$ cat config.mk
export PLATFORM = sky130hd
export DESIGN_NAME = spad_stream_ctrl
export DESIGN_NICKNAME = d
export VERILOG_FILES = /design/src/rtl/spad_stream_ctrl.sv
export SDC_FILE = /design/constraint.sdc
export NUM_CORES = 1
export LEC_CHECK = 0
export CORE_MARGIN = 4
export CORE_UTILIZATION = 40
export DETAILED_ROUTE_END_ITERATION = 10
export PLACE_DENSITY = 0.68
export SYNTH_ARGS = -nofsm -noshare
export SYNTH_HDL_FRONTEND = slang
export SYNTH_SLANG_ARGS = --single-unit
$ cat constraint.sdc
create_clock -name clk -period 3.16 [get_ports clk]
set_clock_uncertainty 0.2 [all_clocks]
set_input_delay 0.474 -clock clk [delete_from_list [all_inputs] [get_ports clk]]
set_output_delay 0.474 -clock clk [all_outputs]
set_load 0.1 [all_outputs]
$ cat src/rtl/spad_stream_ctrl.sv
`default_nettype none
// ============================================================================
// Module   : spad_stream_ctrl
// Brief    : Fills a PE scratchpad from a valid/ready stream, then replays the
//            stored words in address order a configurable number of times.
// Revision : 1.0 - initial release
// ============================================================================
module spad_stream_ctrl #(
    parameter int WIDTH = 8,
    parameter int ADDR  = 6,
    parameter int SIZE  = 64
) (
    input  logic              clk,
    input  logic              rst_n,
    input  logic              start,
    input  logic [ADDR:0]     cfg_len,
    input  logic [3:0]        cfg_reps,
    input  logic              in_valid,
    input  logic [WIDTH-1:0]  in_data,
    output logic              in_ready,
    output logic              out_valid,
    output logic [WIDTH-1:0]  out_data,
    input  logic              out_ready,
    output logic              spad_wen,
    output logic [WIDTH-1:0]  spad_wrdata,
    output logic [ADDR-1:0]   spad_addr,
    input  logic [WIDTH-1:0]  spad_rdata,
    output logic              busy,
    output logic              done,
    output logic              err
);

    typedef enum logic [1:0] {
        ST_IDLE  = 2'd0,
        ST_FILL  = 2'd1,
        ST_DRAIN = 2'd2,
        ST_DONE  = 2'd3
    } state_t;

    localparam logic [ADDR:0]   c_len_max = (ADDR+1)'(SIZE);
    localparam logic [ADDR:0]   c_len_one = (ADDR+1)'(1);
    localparam logic [ADDR-1:0] c_ptr_one = ADDR'(1);

    state_t          r_state;
    logic [ADDR-1:0] r_wr_ptr;
    logic [ADDR-1:0] r_rd_ptr;
    logic [3:0]      r_pass;
    logic [ADDR:0]   r_len;
    logic [3:0]      r_reps;
    logic            r_in_ready;
    logic            r_out_valid;
    logic            r_busy;
    logic            r_done;
    logic            r_err;

    logic            w_cfg_ok;
    logic [ADDR:0]   w_len_m1;
    logic            w_wr_hs;
    logic            w_rd_hs;
    logic            w_wr_last;
    logic            w_rd_last;
    logic [3:0]      w_pass_nxt;

    assign w_cfg_ok   = (cfg_len != '0) && (cfg_len <= c_len_max);
    assign w_len_m1   = r_len - c_len_one;
    assign w_wr_hs    = in_valid && r_in_ready;
    assign w_rd_hs    = r_out_valid && out_ready;
    assign w_wr_last  = ({1'b0, r_wr_ptr} == w_len_m1);
    assign w_rd_last  = ({1'b0, r_rd_ptr} == w_len_m1);
    assign w_pass_nxt = r_pass + 4'd1;

    always_ff @(posedge clk or negedge rst_n) begin
        if (!rst_n) begin
            r_state     <= ST_IDLE;
            r_wr_ptr    <= '0;
            r_rd_ptr    <= '0;
            r_pass      <= '0;
            r_len       <= '0;
            r_reps      <= '0;
            r_in_ready  <= 1'b0;
            r_out_valid <= 1'b0;
            r_busy      <= 1'b0;
            r_done      <= 1'b0;
            r_err       <= 1'b0;
        end else begin
            r_done <= 1'b0;
            r_err  <= 1'b0;
            case (r_state)
                ST_IDLE: begin
                    if (start) begin
                        if (w_cfg_ok) begin
                            r_len      <= cfg_len;
                            r_reps     <= cfg_reps;
                            r_wr_ptr   <= '0;
                            r_rd_ptr   <= '0;
                            r_pass     <= '0;
                            r_in_ready <= 1'b1;
                            r_busy     <= 1'b1;
                            r_state    <= ST_FILL;
                        end else begin
                            r_err <= 1'b1;
                        end
                    end
                end
                ST_FILL: begin
                    if (w_wr_hs) begin
                        // Full-depth jobs rely on the natural ADDR-bit wrap to 0.
                        r_wr_ptr <= r_wr_ptr + c_ptr_one;
                        if (w_wr_last) begin
                            r_in_ready <= 1'b0;
                            if (r_reps != 4'd0) begin
                                r_out_valid <= 1'b1;
                                r_state     <= ST_DRAIN;
                            end else begin
                                r_busy  <= 1'b0;
                                r_done  <= 1'b1;
                                r_state <= ST_DONE;
                            end
                        end
                    end
                end
                ST_DRAIN: begin
                    if (w_rd_hs) begin
                        if (w_rd_last) begin
                            r_rd_ptr <= '0;
                            r_pass   <= w_pass_nxt;
                            if (w_pass_nxt == r_reps) begin
                                r_out_valid <= 1'b0;
                                r_busy      <= 1'b0;
                                r_done      <= 1'b1;
                                r_state     <= ST_DONE;
                            end
                        end else begin
                            r_rd_ptr <= r_rd_ptr + c_ptr_one;
                        end
                    end
                end
                ST_DONE: begin
                    r_state <= ST_IDLE;
                end
                default: begin
                    r_state <= ST_IDLE;
                end
            endcase
        end
    end

    // Scratchpad port is steered by state; rdata passes straight through.
    assign spad_wen    = (r_state == ST_FILL) && in_valid;
    assign spad_wrdata = in_data;
    assign spad_addr   = (r_state == ST_FILL)  ? r_wr_ptr :
                         (r_state == ST_DRAIN) ? r_rd_ptr : '0;
    assign out_data    = spad_rdata;
    assign in_ready    = r_in_ready;
    assign out_valid   = r_out_valid;
    assign busy        = r_busy;
    assign done        = r_done;
    assign err         = r_err;

endmodule
`default_nettype wire

==> key figures <==
Status
  • Outcome: finished clean

Clocking
  • TritonCTS clock tree: built
  • Clock input transition at the sequential cells of the worst setup and hold paths: 70 ps
  • Max Buffers Root-to-Sink: 2
  • CTS root buf: clkbuf_8
  • Depth of the CTS H-tree: 2
  • Insertion delay to the later sink of the worst-skew pair: 290 ps
  • Cts bufs inserted: 5
  • Sinks on the clock net: 34

Floorplan
  • Number of I/O pins: 60
  • Number of rows in the core area: 27
  • Core box area: 5540 um^2
  • Floorplan die area: 7000 um^2
  • Horizontal die dimension: between 80 and 90 um
  • Initial Util: 41.3%
  • Die Span Y: 83.6 um

Worst setup path
  • Worst setup path startpoint: r_len[1]
  • Worst path required time: 3130 ps
  • Critical path's slowest cell: o41a_1
  • Worst setup path class: reg2reg
  • Crit Path Max Fanout: 4
  • Launch instance of the worst register-to-register path: r_len[1]
  • Type of destination of the critical path: flip-flop
  • Delay of the slowest critical-path stage: ~530 ps
  • Startpoint class of the critical path: flip-flop
  • Data arrival at the endpoint of the critical path: about 3100 ps
  • Series of cell instances along the critical path: inv_2 -> ha_4 -> or3b_4 -> buf_6 -> xnor2_1 -> or4_4 -> o41a_1 -> nor3_2 -> mux2_2

Flow run
  • Number of violations of the max-capacitance limit: 0

Placed design
  • Placer Congestion: 0.811
  • Placed wire-length estimate after detailed placement: 3.75 mm
  • Quantity of I/O buffers inserted on ports: 27
  • Instance count after placement with tap cells included: ~340

Synthesis
  • Total of warnings raised by yosys: 0
  • Most common flop cell mapped by yosys: dfrtp_1
  • Area share of the leading cell type in the synthesized netlist: 37.2%
  • Post-synthesis share of cell area spent on and, or, nand and nor gates: 19.0%
  • Most area-hungry cell type in the Yosys netlist: dfrtp_1
  • Post-Syn Area per Cell: 9.12 um^2
  • Fraction of the mapped netlist area in adder cells: 4.37%
  • Number of distinct library cells after synthesis: 46
  • Sequential area share after synthesis: a little under two fifths
  • Most area-consuming cells after synthesis: dfrtp_1, xnor2_1, o21ai_0, buf_4, nand2_1
  • Dominant combinational cell family by area after synthesis: simple AND/OR/NAND/NOR gates
  • Register bit count reported by yosys: 34
  • Synthesized netlist cell count: 251
  • Mapped Area: 2290 um^2
  • Post-synthesis async set-or-reset flop share: 100%
  • Post-synthesis xor/xnor area fraction: 11.5%
  • Complex-gate fraction of the synthesized area: between 10% and 20%
  • Number of enable flip-flop cells after synthesis: 0
  • Syn Nets: roughly 290
  • Share of cell area taken by muxes after synthesis: roughly 4.4%

Drt
  • Number of nets still failing antenna checks after routing: 0
  • DR DRC count: 0
  • Post-detailed-route wirelength per cell: 14.7 um
  • Wire length after detailed routing: roughly 5.2 mm
  • Via count: 1850
  • Initial DRC count: 90
  • Total iterations of the first detailed-routing run: 4
  • Drt via density: around 5.3

Pwr
  • Clock network fraction of design power: 38.6%
  • Fraction of power spent switching nets: about 25%
  • Power Dens Cells: slightly below 300 nW/um^2
  • Worst vdd rail ir drop: between 0.00015 and 0.0002 V
  • Leakage power figure: 1.18 nW
  • Internal: ~0.0006 W
  • Sw power: between 0.0002 and 0.00025 W
  • Seq pwr share: a little over half
  • Portion of total power attributed to combinational logic: 7.3%

Timing
  • Number of max-slew violations in the final report: 0
  • Final min period: 3130 ps
  • Highest clock frequency the design can meet: 0.320 GHz
  • Relative slew slack: between 40% and 50%
  • Period utilization: 98.9%
  • Final Hold Violating Endpoints: 0
  • Final TNS setup: 0 ps
  • Slew @ Worst Pin: between 700 and 800 ps
  • RSZ-0062 raised after global routing: true
  • Endpoints failing setup: 0

Cells and area
  • Post-Layout Cell Count: 351
  • Fill cell total of the finished layout: 522
  • Share of post-route cells with drive strength above 1: between 20% and 30%
  • Layout area overhead: 20.1%
  • Commonest non-fill, non-tap cell in the layout: dfrtp_1
  • Commonest non-fill, non-tap cells in the layout: dfrtp_1, nand2_1, buf_4, o21ai_0, clkdlybuf4s50_1
  • Number of inserted diodes: 0
  • NumNets Final: 319

GRT
  • Antenna violations before repair: 0
  • Global-route wire length before repair: around 8.7 mm
  • Maximum number of pins on one net before global-route repair: 35
  • All-Layer GR Usage: ~15%
  • Overflow left after global routing: 0
  • Number of global-route vias before repair: 1785

Hold path
  • Startpoint of the lowest-slack hold path: busy
  • Kind of path behind the tightest hold check: reg2reg
==> logic make-up after synthesis <==
| family | count (synthesis) |
|---|---|
| adder cells (fa/ha/maj) | 8 |
| AO/OA/AOI/OAI | 56 |
| flip-flops | 34 |
| XOR/XNOR | 26 |
| multiplexers | 9 |
| buffers and inverters | 34 |
| AND/OR/NAND/NOR | 84 |
==> repair_timing <==
item	4_1_cts	5_1_grt
setup endpoints to repair	0	3
buffers inserted	0	3
endpoints found under the hold margin	0	0
resized for setup	0	11
hold buffers	0	0
==> area by class of cell <==
type,count,area [um^2],share of cell area (%)
clock buffers,5,68.8,2.50
flip-flops and latches,34,851,31.0
multi-input cells,183,1290,47.1
inverters,10,37.5,1.37
repair buffers,45,395,14.4
clock inverters,2,10.0,0.364
well taps,72,90.1,3.28
==> worst max-delay path: cells and delay by family, from the launching register on <==
kind	cells	cell delay, ps
AOI/OAI and AO/OA	1	530
buffers and inverters	2	210
muxes	1	350
adders and majority gates	1	130
DFF	1	410
and+or+nand+nor	3	1050
xor gates and xnor gates	1	110
==> sequential cells by signal, summed over array words and instances, names as in the netlist <==
signal and count:
r_reps 4, busy 1, in_ready 1, r_len 7, out_valid 1, r_wr_ptr 6
r_state 2, r_pass 4, err 1, r_rd_ptr 6, done 1
==> metal layers <==
metal | vias up | share of wire (%) | routed length [um] | global-route usage, %
met4 | 0 | 1.0 | 53 | 3.65
met5 | - | 0 | 0 | 0
met2 | 38 | 46 | 2390 | 22.4
met3 | 6 | 3.7 | 191 | 3.85
met1 | 872 | 49 | 2530 | 21.8
li1 | 934 | - | - | -
==> power groups by stage <==
stage | Clock, W | Sequential (W) | Combinational, W
floorplan | 0 | 0.000446 | 0.000119
CTS | 0.000317 | 0.000438 | 0.0000604
finish | 0.000313 | 0.000439 | 0.0000594
global route | 0.000339 | 0.000439 | 0.0000646
global placement | 0 | 0.000447 | 0.0000597
detailed placement | 0 | 0.000447 | 0.0000603
==> per-stage QoR <==
| stage | utilization (%) | area, um^2 | setup slack, ps | total power (W) | hold slack, ps |
|---|---|---|---|---|---|
| after floorplan | - | 2290 | 34.0 | 0.000565 | -21.6 |
| after global placement | 46.9 | 2600 | 57.8 | 0.000507 | 306 |
| after detailed placement | 46.9 | 2600 | -70.7 | 0.000507 | 310 |
| after CTS | 48.3 | 2680 | 52.9 | 0.000816 | 327 |
| after global routing | 49.6 | 2750 | -37.9 | 0.000843 | 393 |
| final | 49.6 | 2750 | 34.6 | 0.000811 | 351 |
==> cells in the mapped netlist, types with 2 or more instances <==
cell type and number:
a211oi_1 2, a21oi_1 7, a22o_1 2, a31oi_1 4
and2_1 2, and3b_1 2, buf_4 16, clkbuf_1 7
dfrtp_1 34, ha_1 8, inv_1 10, mux2_2 9
nand2_1 30, nand2b_1 6, nand3_1 10, nor2_1 7
nor3_1 6, nor4_1 7, o21ai_0 24, o31a_1 2
o31ai_1 4, or2_2 3, or4_1 3, xnor2_1 14
xnor3_4 2, xor2_1 10
==> final timing paths <==
| kind | slack [ps] | depth (start not counted) | to |
|---|---|---|---|
| hold / removal | 350 | 2 | busy |
| hold reg to reg | 350 | 2 | busy |
| setup / recovery | 30 | 9 | r_state[1] |
| max in group asynchronous | 2040 | 2 | done |
| min in group asynchronous | 400 | 2 | r_len[0] |
| setup reg to reg | 30 | 9 | r_state[1] |
(Power assumes the default switching activity.)
==> RTL edit 1, RTL diff (same flow settings) <==
`ADDR`: 6 -> 3.
--- a/src/rtl/spad_stream_ctrl.sv
+++ b/src/rtl/spad_stream_ctrl.sv
@@ -7,7 +7,7 @@
 // ============================================================================
 module spad_stream_ctrl #(
     parameter int WIDTH = 8,
-    parameter int ADDR  = 6,
+    parameter int ADDR  = 3,
     parameter int SIZE  = 64
 ) (
     input  logic              clk,
Ports: changed (resized cfg_len and spad_addr); port bits go from 60 to 54. The function was not compared with the original's and may differ.
==> RTL edit 1 against the unedited design <==
- design area is 67% lower
- total power is 63% lower
- largest power group unchanged
- area after synthesis is 61% lower
- utilization is 4.5 points lower
- sequential cell count is 21 lower
- critical path depth is 4 lower
- routed wire length is 70% lower
- worst setup slack better by 0.62 ns
==> RTL edit 1: results (changes against the unedited design) <==
[pwr]
p_leak_nw=0.4408  ; -63%
vdd_drop_max_mv=0.2001  ; +7.4%

[setup_path]
reg2reg_depth=4  ; -5
r2r_slack_ns=1.21  ; +1.18 ns
timing.rr.start=r_state[1]
crit_arrival_ns=1.83  ; -1.26 ns

[final_layout]
drive_above_1_share_pct=21.84  ; -0.025 points
stdcell_count=114  ; -68%
reg_top3=r_rd_ptr: 3 flops, r_wr_ptr: 3 flops, r_state: 2 flops

[yosys]
synthAdderAreaFrac_pct=14.14  ; +9.8 points
ys_types=29  ; -37%
synth_nets=128  ; -56%
yosys-top-cells-count=16 x buf_4, 13 x dfrtp_1, 10 x ha_1, 9 x nand2_1
synth_mux_area_share_pct=4.243  ; -0.19 points
synth_xor_area_share_pct=0  ; -11 points

[global_routing]
met2_usage_pct=17.32  ; -5.1 points
grt_max_degree=14  ; -60%
grt_pass1_vias=560  ; -69%
grt_pass1_wl_um=2559  ; -71%

[placed_design]
port_buffers=13  ; -52%
gp_congestion=0.7362  ; -9.2%

[run_status]
status=finished clean

[worst_hold_path]
min_path_cells=0  ; -2
min_from=in_ready
hold_end=in_ready

[cts]
numCtsBuffers=3  ; -2
cts-root-buf=clkbuf_4
htree_num_levels=1  ; -1

[detailed_routing]
drt_pass1_iterations=1  ; -3
viasPerCell=5.061  ; -4.0%

[RTL edit 1: worst max-delay path: stages, from the launching register on]
cell	delay [ns]
dfrtp_1	0.43
inv_1	0.15
ha_1	0.34
nand2_1	0.09
o21ai_0	0.21
buf_4	0.33
[RTL edit 1: worst max path at each step]
stage / start / to / cells after the start
after global routing: r_state[1] / spad_addr[1] / 5
final: r_state[0] / spad_addr[2] / 5
after detailed placement: r_state[0] / spad_addr[2] / 5
after CTS: r_state[0] / spad_addr[2] / 5
after global placement: r_state[0] / spad_addr[2] / 5
after floorplan: r_state[1] / spad_addr[0] / 4
[RTL edit 1: cell type report]
type | count | area, µm² | area share [%]
clock buffers | 4 | 26.28 | 2.881
inverters | 2 | 7.507 | 0.8230
multi-input cells | 55 | 411.6 | 45.13
flip-flops and latches | 13 | 325.3 | 35.67
well taps | 27 | 33.78 | 3.704
repair buffers | 13 | 107.6 | 11.80
[RTL edit 1: kinds of logic after synthesis]
| group | after synthesis |
|---|---|
| buffers and inverters | 21 |
| AO/OA/AOI/OAI | 16 |
| flip-flops | 13 |
| other | 1 |
| AND/OR/NAND/NOR | 25 |
| multiplexers | 3 |
| adder cells (fa/ha/maj) | 10 |
[RTL edit 1: power breakdown]
part	internal (mW)	switching, mW	total [mW]
Clock	0.0490	0.0582	0.107
Combinational	0.00636	0.0149	0.0213
Sequential	0.167	0.000303	0.168
Total	0.223	0.0734	0.296
[RTL edit 1: per-stage QoR]
stage	hold WS [ns]	setup slack, ns	cell area (µm²)	total power, mW	TNS (ns)
after floorplan	-0.02159	-0.4935	884.6	0.2770	-1.480
after global placement	0.2291	1.001	885.9	0.1927	0
final	0.2542	0.6524	912.1	0.2963	0
after CTS	0.2580	0.6367	912.1	0.3023	0
after detailed placement	0.2379	0.9601	885.9	0.1928	0
after global routing	0.2904	0.5256	912.1	0.3066	0
[RTL edit 1: metal layers]
layer / part of all wire [%] / wire length, µm / vias up
li1: - / - / 284
met1: 48 / 737 / 261
met2: 41 / 630 / 23
met3: 8.4 / 129 / 9
met4: 3.0 / 47 / 0
met5: 0 / 0 / -
==> RTL edit 2, RTL diff (same settings) <==
Without the edit above. Re-encode `state_t` (4 states) as one-hot, 4 bits wide.
--- a/src/rtl/spad_stream_ctrl.sv
+++ b/src/rtl/spad_stream_ctrl.sv
@@ -30,11 +30,11 @@
     output logic              err
 );
 
-    typedef enum logic [1:0] {
-        ST_IDLE  = 2'd0,
-        ST_FILL  = 2'd1,
-        ST_DRAIN = 2'd2,
-        ST_DONE  = 2'd3
+    typedef enum logic [3:0] {
+        ST_IDLE  = 4'b0001,
+        ST_FILL  = 4'b0010,
+        ST_DRAIN = 4'b0100,
+        ST_DONE  = 4'b1000
     } state_t;
 
     localparam logic [ADDR:0]   c_len_max = (ADDR+1)'(SIZE);
Formal check against the unedited RTL: same outputs for any inputs over 10 cycles, from zero or initial values and one cycle with rst_n low; not proved beyond that.
==> RTL edit 2 against the unedited design <==
- area after synthesis up 1.8%
- global-route usage up 0.32 points
- worst setup slack better by 0.11 ns
- largest cell class unchanged
- design area up 2.7%
- final cell count down 0.28%
- first-iteration DRC count up 32%
- routed wire length up 0.99%
- sequential cell count up 2
- total power up 11%
==> RTL edit 2: results (changes against the unedited design) <==
[detailed_routing]
viasPerCell=5.434  ; +3.1%
drt-met1-wl_um=2522  ; -0.43%
wl_met3_um=209  ; +9.4%
wl_um=5220  ; +0.99%
wl_met2_um=2407  ; +0.63%
first_iter_violations=119  ; +32%

[pwr]
power_frac_clock_pct=44.4  ; +5.8 points
p_sw_share_pct=20.88  ; -4.1 points
p_clk_mw=0.401  ; +28%
p_leak_nw=1.294  ; +9.9%
vdd_drop_max_mv=0.1668  ; -10%
comb_power_mw=0.0418  ; -30%

[setup_path]
critical_path.top_delay_family=compound AO/OA/AOI/OAI gates
worstPathMaxFanout=6  ; +2
critPathKind=primary input to flip-flop
slowest_delay_ns=0.60  ; +0.07 ns
critPathSlowestCell=or4_1
reg2reg_to=r_pass[3]
crit_arrival_ns=2.99  ; -0.10 ns
critPathLaunch=cfg_len[1]
r2r_slack_ns=0.23  ; +0.20 ns

[placed_design]
place_area_um2=2710  ; +4.3%
dpl_worst_slack_ns=-0.05314  ; +0.01752 ns
gp_congestion=0.7670  ; -5.4%
hpwl_um=4052  ; +8.0%
port_buffers=27  ; unchanged

[timing]
fin_hold_ws_ns=0.06403  ; -0.2866 ns
fin_crit_sh_pct=95.36  ; -3.5 points
worst_pin_slew_ns=0.7821  ; -0.01663 ns

[yosys]
synthTopCellsByArea=dfrtp_1 38%, nand2_1 7.4%, buf_4 5.2%, xor3_1 4.1%, xnor2_1 3.0%
yosys-top-cells-count=46 x nand2_1, 35 x dfrtp_1, 16 x buf_4, 12 x o21ai_0, 11 x nor2_1
ys_types=51  ; +11%
ys_seq_area_share_pct=38.72  ; +1.5 points
synth_nets=289  ; -0.69%

[global_routing]
grtUsageTotal_pct=15.37  ; +0.32 points
grt_max_degree=37  ; +5.7%
grt_pass1_wl_um=8887  ; +2.3%
met2_usage_pct=24.25  ; +1.8 points
met3_usage_pct=2.159  ; -1.7 points
gr-max-usage-layer=met2
grt_pass1_vias=1789  ; +0.22%
grt_use_met1_pct=21.38  ; -0.37 points

[cts]
cts-root-buf=clkbuf_8

[final_layout]
drive_above_1_share_pct=16.91  ; -5.0 points
final_area_um2=2821  ; +2.7%
fill_cells=506  ; -3.1%
nNetsFinal=313  ; -1.9%

[worst_hold_path]
hp-class=primary input to async pin

[run_status]
status=finished clean

[RTL edit 2: final cells by class]
cell class	instances	share of cell area [%]
clock inverters	3	1.508
flip-flops and latches	36	31.97
repair buffers	42	15.43
multi-input cells	184	44.39
well taps	72	3.193
clock buffers	5	2.439
inverters	8	1.064
[RTL edit 2: cell families (layout without fill, tap and decap cells)]
logic type	after synthesis	count (layout)	synth area share [%]
and+or+nand+nor	108	108	23.15
adders and majority gates	4	4	2.148
DFF	36	36	38.72
AOI/OAI and AO/OA	51	51	16.49
buffers and inverters	33	58	8.271
muxes	2	2	0.9130
xor gates and xnor gates	19	19	10.31
[RTL edit 2: repair_timing]
action,4_1_cts,5_1_grt
resized for setup,0,0
setup endpoints to repair,0,4
setup buffers,0,0
[RTL edit 2: per-stage QoR]
| stage | cells | setup TNS [ns] |
|---|---|---|
| floorplan | 253 | 0 |
| global placement | 342 | 0 |
| detailed placement | 342 | -0.1027 |
| CTS | 350 | 0 |
| global route | 350 | 0 |
| finish | 350 | 0 |
